**src/rtl/pipelined_adder.sv**
```systemverilog
// Pipelined add/subtract unit. A WIDTH-bit operation is split into STAGES
// chunks of CW bits. Stage k adds chunk k and registers its carry for stage
// k+1. Untouched operand chunks and finished sum chunks travel with the
// operation, so every chunk lines up at the output. A single advance signal
// moves or stalls the whole pipeline, which gives valid/ready backpressure.
module pipelined_adder #(
  parameter int WIDTH  = 32,
  parameter int STAGES = 4
) (
  input  logic             clk,
  input  logic             rst_n,
  input  logic             in_valid,
  output logic             in_ready,
  input  logic [WIDTH-1:0] x,
  input  logic [WIDTH-1:0] y,
  input  logic             cin,
  input  logic             sub,
  output logic             out_valid,
  input  logic             out_ready,
  output logic [WIDTH-1:0] sum,
  output logic             carry,
  output logic             overflow,
  output logic             zero
);

  localparam int CW   = WIDTH / STAGES;
  localparam int LAST = STAGES - 1;

  // Stage register k holds the operation after chunk k has been added.
  logic [STAGES-1:0] r_valid;
  logic [STAGES-1:0] r_carry;
  logic [WIDTH-1:0]  r_x   [STAGES];
  logic [WIDTH-1:0]  r_y   [STAGES];
  logic [WIDTH-1:0]  r_sum [STAGES];
  logic              r_overflow;
  logic              r_zero;

  // Inputs seen by each stage, and the values that stage produces.
  logic              w_advance;
  logic [STAGES-1:0] w_valid_src;
  logic [STAGES-1:0] w_carry_src;
  logic [STAGES-1:0] w_carry_nxt;
  logic [WIDTH-1:0]  w_x_src   [STAGES];
  logic [WIDTH-1:0]  w_y_src   [STAGES];
  logic [WIDTH-1:0]  w_sum_src [STAGES];
  logic [WIDTH-1:0]  w_sum_nxt [STAGES];
  logic [CW:0]       w_chunk   [STAGES];
  logic              w_overflow_nxt;
  logic              w_zero_nxt;

  // The pipeline moves only when the output slot is empty or is being drained.
  assign w_advance = !r_valid[LAST] || out_ready;
  assign in_ready  = w_advance;

  // Select each stage's inputs. Stage 0 takes the ports, and subtraction is
  // folded in as an inverted y plus an inverted carry-in.
  always_comb begin
    w_valid_src[0] = in_valid;
    w_x_src[0]     = x;
    w_y_src[0]     = y ^ {WIDTH{sub}};
    w_carry_src[0] = cin ^ sub;
    w_sum_src[0]   = '0;
    for (int k = 1; k < STAGES; k++) begin
      w_valid_src[k] = r_valid[k-1];
      w_x_src[k]     = r_x[k-1];
      w_y_src[k]     = r_y[k-1];
      w_carry_src[k] = r_carry[k-1];
      w_sum_src[k]   = r_sum[k-1];
    end
  end

  // Each stage does one CW-bit add and writes the new chunk into the
  // partial sum it passes on.
  always_comb begin
    for (int k = 0; k < STAGES; k++) begin
      w_chunk[k]     = {1'b0, w_x_src[k][k*CW +: CW]}
                     + {1'b0, w_y_src[k][k*CW +: CW]}
                     + {{CW{1'b0}}, w_carry_src[k]};
      w_carry_nxt[k] = w_chunk[k][CW];
      // NOTE: copy the full word first, then overwrite one chunk. Every bit is
      // assigned on every pass, so no latch is inferred.
      w_sum_nxt[k]   = w_sum_src[k];
      w_sum_nxt[k][k*CW +: CW] = w_chunk[k][CW-1:0];
    end
  end

  // Compute the flags from the final stage's complete sum so they are
  // registered together with it.
  always_comb begin
    w_zero_nxt     = ~|w_sum_nxt[LAST];
    w_overflow_nxt = (w_x_src[LAST][WIDTH-1] == w_y_src[LAST][WIDTH-1]) &&
                     (w_sum_nxt[LAST][WIDTH-1] != w_x_src[LAST][WIDTH-1]);
  end

  // Shift every stage forward together on advance. Otherwise hold. Reset
  // clears all stages, so in-flight work is discarded at once.
  always_ff @(posedge clk or negedge rst_n) begin
    if (!rst_n) begin
      r_valid    <= '0;
      r_carry    <= '0;
      r_overflow <= 1'b0;
      r_zero     <= 1'b0;
      // NOTE: these stage arrays are flops, not RAM, so they are reset along
      // with the valid bits. The held result then reads as 0 after reset.
      for (int k = 0; k < STAGES; k++) begin
        r_x[k]   <= '0;
        r_y[k]   <= '0;
        r_sum[k] <= '0;
      end
    end else if (w_advance) begin
      // NOTE: non-blocking updates let every stage sample the previous
      // stage's old value on the same edge.
      r_valid    <= w_valid_src;
      r_carry    <= w_carry_nxt;
      r_overflow <= w_overflow_nxt;
      r_zero     <= w_zero_nxt;
      for (int k = 0; k < STAGES; k++) begin
        r_x[k]   <= w_x_src[k];
        r_y[k]   <= w_y_src[k];
        r_sum[k] <= w_sum_nxt[k];
      end
    end
  end

  assign out_valid = r_valid[LAST];
  assign sum       = r_sum[LAST];
  assign carry     = r_carry[LAST];
  assign overflow  = r_overflow;
  assign zero      = r_zero;

endmodule

```
**config.mk**
```make
export PLATFORM = sky130hd
export DESIGN_NAME = pipelined_adder
export DESIGN_NICKNAME = d
export VERILOG_FILES = /design/src/rtl/pipelined_adder.sv
export SDC_FILE = /design/constraint.sdc
export NUM_CORES = 1
export LEC_CHECK = 0
export ABC_CLOCK_PERIOD_IN_PS = 2160
export CORE_ASPECT_RATIO = 0.6
export CORE_MARGIN = 4
export CORE_UTILIZATION = 50
export DETAILED_ROUTE_END_ITERATION = 7
export PLACE_DENSITY = 0.75
export SKIP_CTS_REPAIR_TIMING = 1
export SYNTH_ARGS = -nofsm -noshare
export SYNTH_HDL_FRONTEND = slang
export SYNTH_SLANG_ARGS = --single-unit
```
**constraint.sdc**
```tcl
create_clock -name clk -period 2.16 [get_ports clk]
set_clock_uncertainty 0.05 [all_clocks]
set_input_delay 0.216 -clock clk [delete_from_list [all_inputs] [get_ports clk]]
set_output_delay 0.216 -clock clk [all_outputs]
set_load 0.1 [all_outputs]
```
==> results of run 1 <==
metal layers:
| metal | vias to the layer above | track usage |
|---|---|---|
| met4 | 2 | 0.0535 |
| met5 | - | 0 |
| met1 | 3033 | 0.283 |
| met3 | 31 | 0.0433 |
| li1 | 3195 | - |
| met2 | 139 | 0.278 |
registers in the layout (all words and copies together) (netlist names):
signal    count
r_x          48
sum          32
r_valid       4
r_carry       4
overflow      1
zero          1
r_sum        48
r_y          48
synthesized netlist by cell type (all sizes together), types with 4 or more instances:
library cell	n
nand2	423
dfrtp	186
buf	49
o21ai	49
xnor2	33
ha	28
nor2	28
clkbuf	27
inv	22
a21oi	18
xor2	15
nor3	11
o31ai	10
fa	8
o21a	7
nor4	6
o21bai	6
a211oi	4
a21o	4
a31oi	4
power by group through the flow:
stage                     Combinational, mW  Clock (mW)  Sequential (mW)
final                                  8.60        3.05             6.03
after global routing                   9.43        3.27             6.22
after CTS                              8.25        3.10             6.02
after detailed placement               8.18           0             6.07
after global placement                 8.03           0             6.01
after floorplan                        6.53           0             5.92
worst max path at each step:
stage,end,depth (start not counted),start,slack (ns)
2_1_floorplan,r_carry[0],11,sub,-0.16
3_3_place_gp,r_carry[0],10,y[0],-0.39
3_5_place_dp,r_carry[0],10,y[0],-0.40
4_1_cts,overflow,7,r_carry[2],-0.21
5_1_grt,overflow,7,r_y[56],-0.17
6_report,zero,7,r_carry[2],-0.04
final cells by class:
class / instances / share of cell area
Timing Repair Buffer: 142 / 0.126
Inverter: 22 / 0.00806
Sequential cell: 186 / 0.441
Clock buffer: 18 / 0.0407
Multi-Input combinational cell: 676 / 0.343
Tap cell: 228 / 0.0270
Clock inverter: 13 / 0.0137
cell families (layout without fill, tap and decap cells):
group	after synthesis	count (layout)	share of synthesized area
buf+inv	98	195	0.0581
fa+ha+maj	36	36	0.0589
xor+xnor	48	48	0.0494
simple gates	484	484	0.219
flops	186	186	0.537
compound gates	108	108	0.0773
placed cells by master (no fill, tap or decap), types with 3 or more instances in the layout:
cell	synthesis	final
nor2_1	28	28
nand2_1	423	423
nor3_1	11	10
fa_2	0	8
inv_6	0	4
clkbuf_16	0	17
buf_12	0	7
inv_1	21	15
o21ai_0	48	42
o21bai_1	5	4
ha_1	28	28
xor2_1	14	12
nor4_1	6	6
inv_2	1	6
a31oi_1	4	4
xor2_2	1	3
buf_4	32	65
o21a_1	7	7
a211oi_1	3	3
clkinvlp_4	0	3
and3b_1	3	3
a21o_1	4	4
a21oi_1	18	13
dfrtp_1	186	185
a21oi_2	0	5
o31ai_1	10	9
o21ai_1	1	7
xnor2_1	33	33
clkdlybuf4s50_1	0	65
==> metrics.cfg, run 1 <==
[outcome]
status=finished with violations
violations=negative setup slack

[timing]
hold_viol=0
fin_crit_ns=2.20
finalSetupViolations=3
tns_ns=-0.0846
worstMarginPinSlew_ns=0.556
fin_hold_ws_ns=0.251
setup_ws_ns=-0.0364
rsz0062_at_grt=true
period_share=1.02
fmax_mhz=455
slew_headroom=0.626
final-max-slew-violation-count=0

[yosys]
ys_types=41
yosysWarningCount=0
synth_top_cell_area_share=0.537
synth_area_leader_cell=dfrtp_1
synth_ff_type=dfrtp_1
synth_area_leaders=dfrtp_1 54%, nand2_1 18%, ha_1 4.0%
ys_ff_latch=186
synthArstFlopShare=1.00
synth.yosys.seq_area_share=0.537
netlist_area_um2=8660
synth_edf_count=0
postSynthAreaPerCell_um2=9.03
synth_cells=960
syn-num-nets=1066

[layout]
final_util=0.635
fillCellCount=1376
final-instance-count-excl-fill=1285
multi_input_area_um2=3620
fin_area_um2=10600
layout.nets=1151
drive_gt1_frac=0.131
area.growth.synth_to_final_pct=21.8
ff_latch_area_um2=4660
antennaDiodeCount=0

[global_route]
grt_use_total=0.189
grt_pass1_wl_mm=29.6
grt_max_degree=68
overflow=0
grt_pass1_vias=6099
grt_antenna_before_repair=1

[die]
start_util=0.521
rows=36
io_pins=107
die_area_um2=19600
die_y_um=110
coreArea_um2=16600
fp.dieW_um=178

[routing]
vias=6400
route.detailed.drc=0
wl_mm=17.9
first_pass_iters=5
postRouteAntennaNets=0
via_per_inst=4.98
wl_met2_mm=7.76
met1_length_mm=8.96
top_layer_used=met5
drt_iter0_drc=415
wl_per_cell_um=14.0
wl_met3_um=872

[clock_tree]
root_buffer=clkbuf_16
cts.sinks=186
clkLatencyLatePin_ns=0.42
cts_buffers=17
clock_tree.htree_level_count=4
cts_max_path_buffers=2
clk_pin_slew_ns=0.07
cts_tree=yes

[critical_path]
r2r_slack_ns=-0.04
cpMaxStageDelayCell=fa_2
r2r-end=zero
arrival_ns=2.50
cp_common_cell=fa_2
r2r-start=r_carry[2]
end_kind=flop
worstPathMaxFanout=2
path_delay_family=adder cells
crit_buf_inv=1
path_cells=fa_2 -> inv_1 -> fa_2 -> nor4b_2 -> nand4_1 -> nor4bb_4 -> a31o_1
worstSetupPathType=flop to flop
reg2reg_depth=7
required_ns=2.46
critPathLaunchType=flop
crit_path_max_incr_delay_ns=0.53

[placement]
dp_hpwl_mm=12.4
portBuffers=106
place.gp.congestion=0.794
dpl-instance-area_um2=9810
place_inst=1245
dp_worst_setup_slack_ns=-0.401

[pwr]
p_per_area_nw_per_um2=1680
power.total_mw=17.7
p_leak_nw=5.24
pwr-share-comb=0.486
switchingPower_mw=7.99
p_seq_frac=0.341
p_int_mw=9.69
clockPowerShare=0.172
p_sw_frac=0.452
vdd_drop_max_v=0.000787

[hold_path]
hp-class=primary input to async pin

[job]
max_cap_violations=0

(Power assumes the default switching activity.)
==> run 2: changes to the inputs <==
--- a/config.mk
+++ b/config.mk
@@ -10,6 +10,7 @@
 export CORE_MARGIN = 4
 export CORE_UTILIZATION = 50
 export DETAILED_ROUTE_END_ITERATION = 7
+export GPL_TIMING_DRIVEN = 0
 export PLACE_DENSITY = 0.75
 export SKIP_CTS_REPAIR_TIMING = 1
 export SYNTH_ARGS = -nofsm -noshare
==> constraint.sdc (replaced) <==
create_clock -name clk -period 2.16 [get_ports clk]
set_clock_uncertainty 0.05 [all_clocks]
set_input_delay 0.324 -clock clk [delete_from_list [all_inputs] [get_ports clk]]
set_output_delay 0.324 -clock clk [all_outputs]
set_load 0.1 [all_outputs]
==> run 2 against run 1 <==
Compared with the run above: largest power group unchanged; worst setup slack got worse by 0.088 ns; non-clock buffer count increased by 57; die area is the same; register-to-register slack worse by 0.09 ns; cell area is 4.4% higher; final cell count grew 4.5%; clock-buffer cell count is 1 lower; critical path type unchanged; sequential power rose by 1%; the run still ends with negative setup slack left; maximum frequency decreased by 3.8%; sequential share of layout area decreased by 1.9 points; global-route usage grew 2.9 points; largest cell class unchanged.
==> metrics.cfg, run 2 (synthesis gave the netlist of run 1 again) <==
[timing]
rsz0062_at_grt=true
hold_viol=0  ; unchanged
fin_crit_ns=2.28  ; +0.0877 ns
slew_headroom=0.334  ; -0.292
fmax_mhz=438  ; -3.8%
period_share=1.06  ; +0.0406
final-max-slew-violation-count=0  ; unchanged
fin_hold_ws_ns=0.158  ; -0.0931 ns
setup_ws_ns=-0.124  ; -0.0877 ns
finalSetupViolations=3  ; unchanged
worstMarginPinSlew_ns=0.997  ; +0.442 ns

[routing]
wl_mm=21.1  ; +18%
postRouteAntennaNets=0  ; unchanged
route.detailed.drc=0  ; unchanged
drt_iter0_drc=465  ; +12%
first_pass_iters=7  ; +2
via_per_inst=5.06  ; +1.6%
wl_per_cell_um=15.7  ; +13%
vias=6797  ; +6.2%

[layout]
area.growth.synth_to_final_pct=27.2
antennaDiodeCount=0  ; unchanged
drive_gt1_frac=0.128  ; -0.00231
layout_commonest_cell=nand2_1
largestRegisters=r_sum: 48 flops, r_x: 48 flops, r_y: 48 flops
final_cell_mix=423 x nand2_1, 185 x dfrtp_1, 64 x clkdlybuf4s50_1, 48 x buf_4, 39 x o21ai_0
layout.nets=1208  ; +5.0%
final_util=0.663  ; +0.0279

[die]
io_pins=107  ; unchanged
fp.dieW_um=178  ; unchanged
start_util=0.521  ; unchanged
rows=36  ; unchanged
die_area_um2=19600  ; unchanged
die_y_um=110  ; unchanged
coreArea_um2=16600  ; unchanged

[global_route]
grt_antenna_before_repair=0  ; -1
grt_max_degree=107  ; +57%
grt_pass1_wl_mm=33.1  ; +12%
overflow=0  ; unchanged
grt_use_total=0.218  ; +0.0285
grt_pass1_vias=6403  ; +5.0%

[pwr]
p_int_mw=9.83  ; +1.4%
vdd_drop_max_v=0.000818  ; +3.8%
p_per_area_nw_per_um2=1660  ; -0.62%
p_sw_frac=0.464  ; +0.0123
pwr-share-comb=0.504  ; +0.018
clockPowerShare=0.163  ; -0.009
power.total_mw=18.3  ; +3.7%
switchingPower_mw=8.52  ; +6.6%
p_leak_nw=5.74  ; +9.7%
p_seq_frac=0.332  ; -0.009

[clock_tree]
clkLatencyLatePin_ns=0.43  ; about the same
clk_pin_slew_ns=0.08  ; about the same
cts_buffers=17  ; unchanged
cts_tree=yes
clock_tree.htree_level_count=4  ; unchanged
cts_max_path_buffers=2  ; unchanged
root_buffer=clkbuf_16
cts.sinks=186  ; unchanged

[outcome]
status=finished with violations
violations=negative setup slack

[critical_path]
path_delay_family=adder cells
arrival_ns=2.60  ; +0.10 ns
required_ns=2.47  ; about the same
crit_buf_inv=1  ; unchanged
cp_common_cell=fa_2
path_cells=fa_2 -> inv_1 -> fa_2 -> nor4b_4 -> nand4_1 -> nor4bb_2 -> a31o_1
end_kind=flop
worstSetupPathType=flop to flop
crit_path_max_incr_delay_ns=0.57  ; +0.04 ns
critPathLaunchType=flop
cpMaxStageDelayCell=fa_2
worstPathMaxFanout=2  ; unchanged

[job]
max_cap_violations=0  ; unchanged

[placement]
portBuffers=105  ; -0.94%
dp_hpwl_mm=15.1  ; +21%
place.gp.congestion=0.848  ; +6.8%

[hold_path]
hp-class=primary input to flop

-- run 2: final cells by class --
cell class                      count  area (um^2)
Sequential cell                   186         4660
Timing Repair Buffer              124         1320
Clock buffer                       17          425
Fill cell                        1306         5600
Inverter                           22         85.1
Buffer                             75          454
Tap cell                          228          285
Multi-Input combinational cell    676         3660
Clock inverter                     15          135
-- run 2: path summary, 6_finish.rpt --
path	end	cells after the start	startpoint	slack [ns]
setup / recovery	zero	7	r_y[56]	-0.12
hold / removal	r_y[127]	3	sub	0.16
setup reg to reg	zero	7	r_y[56]	-0.12
hold reg to reg	r_valid[2]	2	r_valid[2]	0.42
max in group asynchronous	r_valid[3]	3	rst_n	0.67
min in group asynchronous	sum[5]	2	rst_n	0.45
-- run 2: tightest hold or removal path, stage by stage --
cell and delay, ns:
buf_6 0.10, xnor2_1 0.11, o21ai_0 0.06
-- run 2: metrics by stage --
stage / setup slack (ns) / setup TNS [ns] / cells / instance area [um^2]
floorplan: -0.272 / -0.519 / 960 / 8730
global placement: -7.49 / -1315.90 / 1293 / 10100
detailed placement: -1.48 / -51.93 / 1294 / 10100
CTS: -1.63 / -17.49 / 1326 / 10700
global route: -0.195 / -0.720 / 1343 / 11000
finish: -0.124 / -0.231 / 1343 / 11000
-- run 2: power by group through the flow --
stage	sequential, mW	clock [mW]	combinational, mW
detailed placement	6.11	0	8.68
floorplan	5.92	0	6.54
CTS	6.05	3.00	8.76
global placement	6.07	0	8.51
finish	6.10	3.00	9.25
global route	6.26	3.16	10.0
-- run 2: layer usage --
layer,part of all wire,up-vias,GRT usage
li1,-,3301,-
met1,0.49,3247,0.341
met2,0.43,227,0.316
met3,0.066,22,0.0341
met4,0.011,0,0.0557
met5,0,-,0
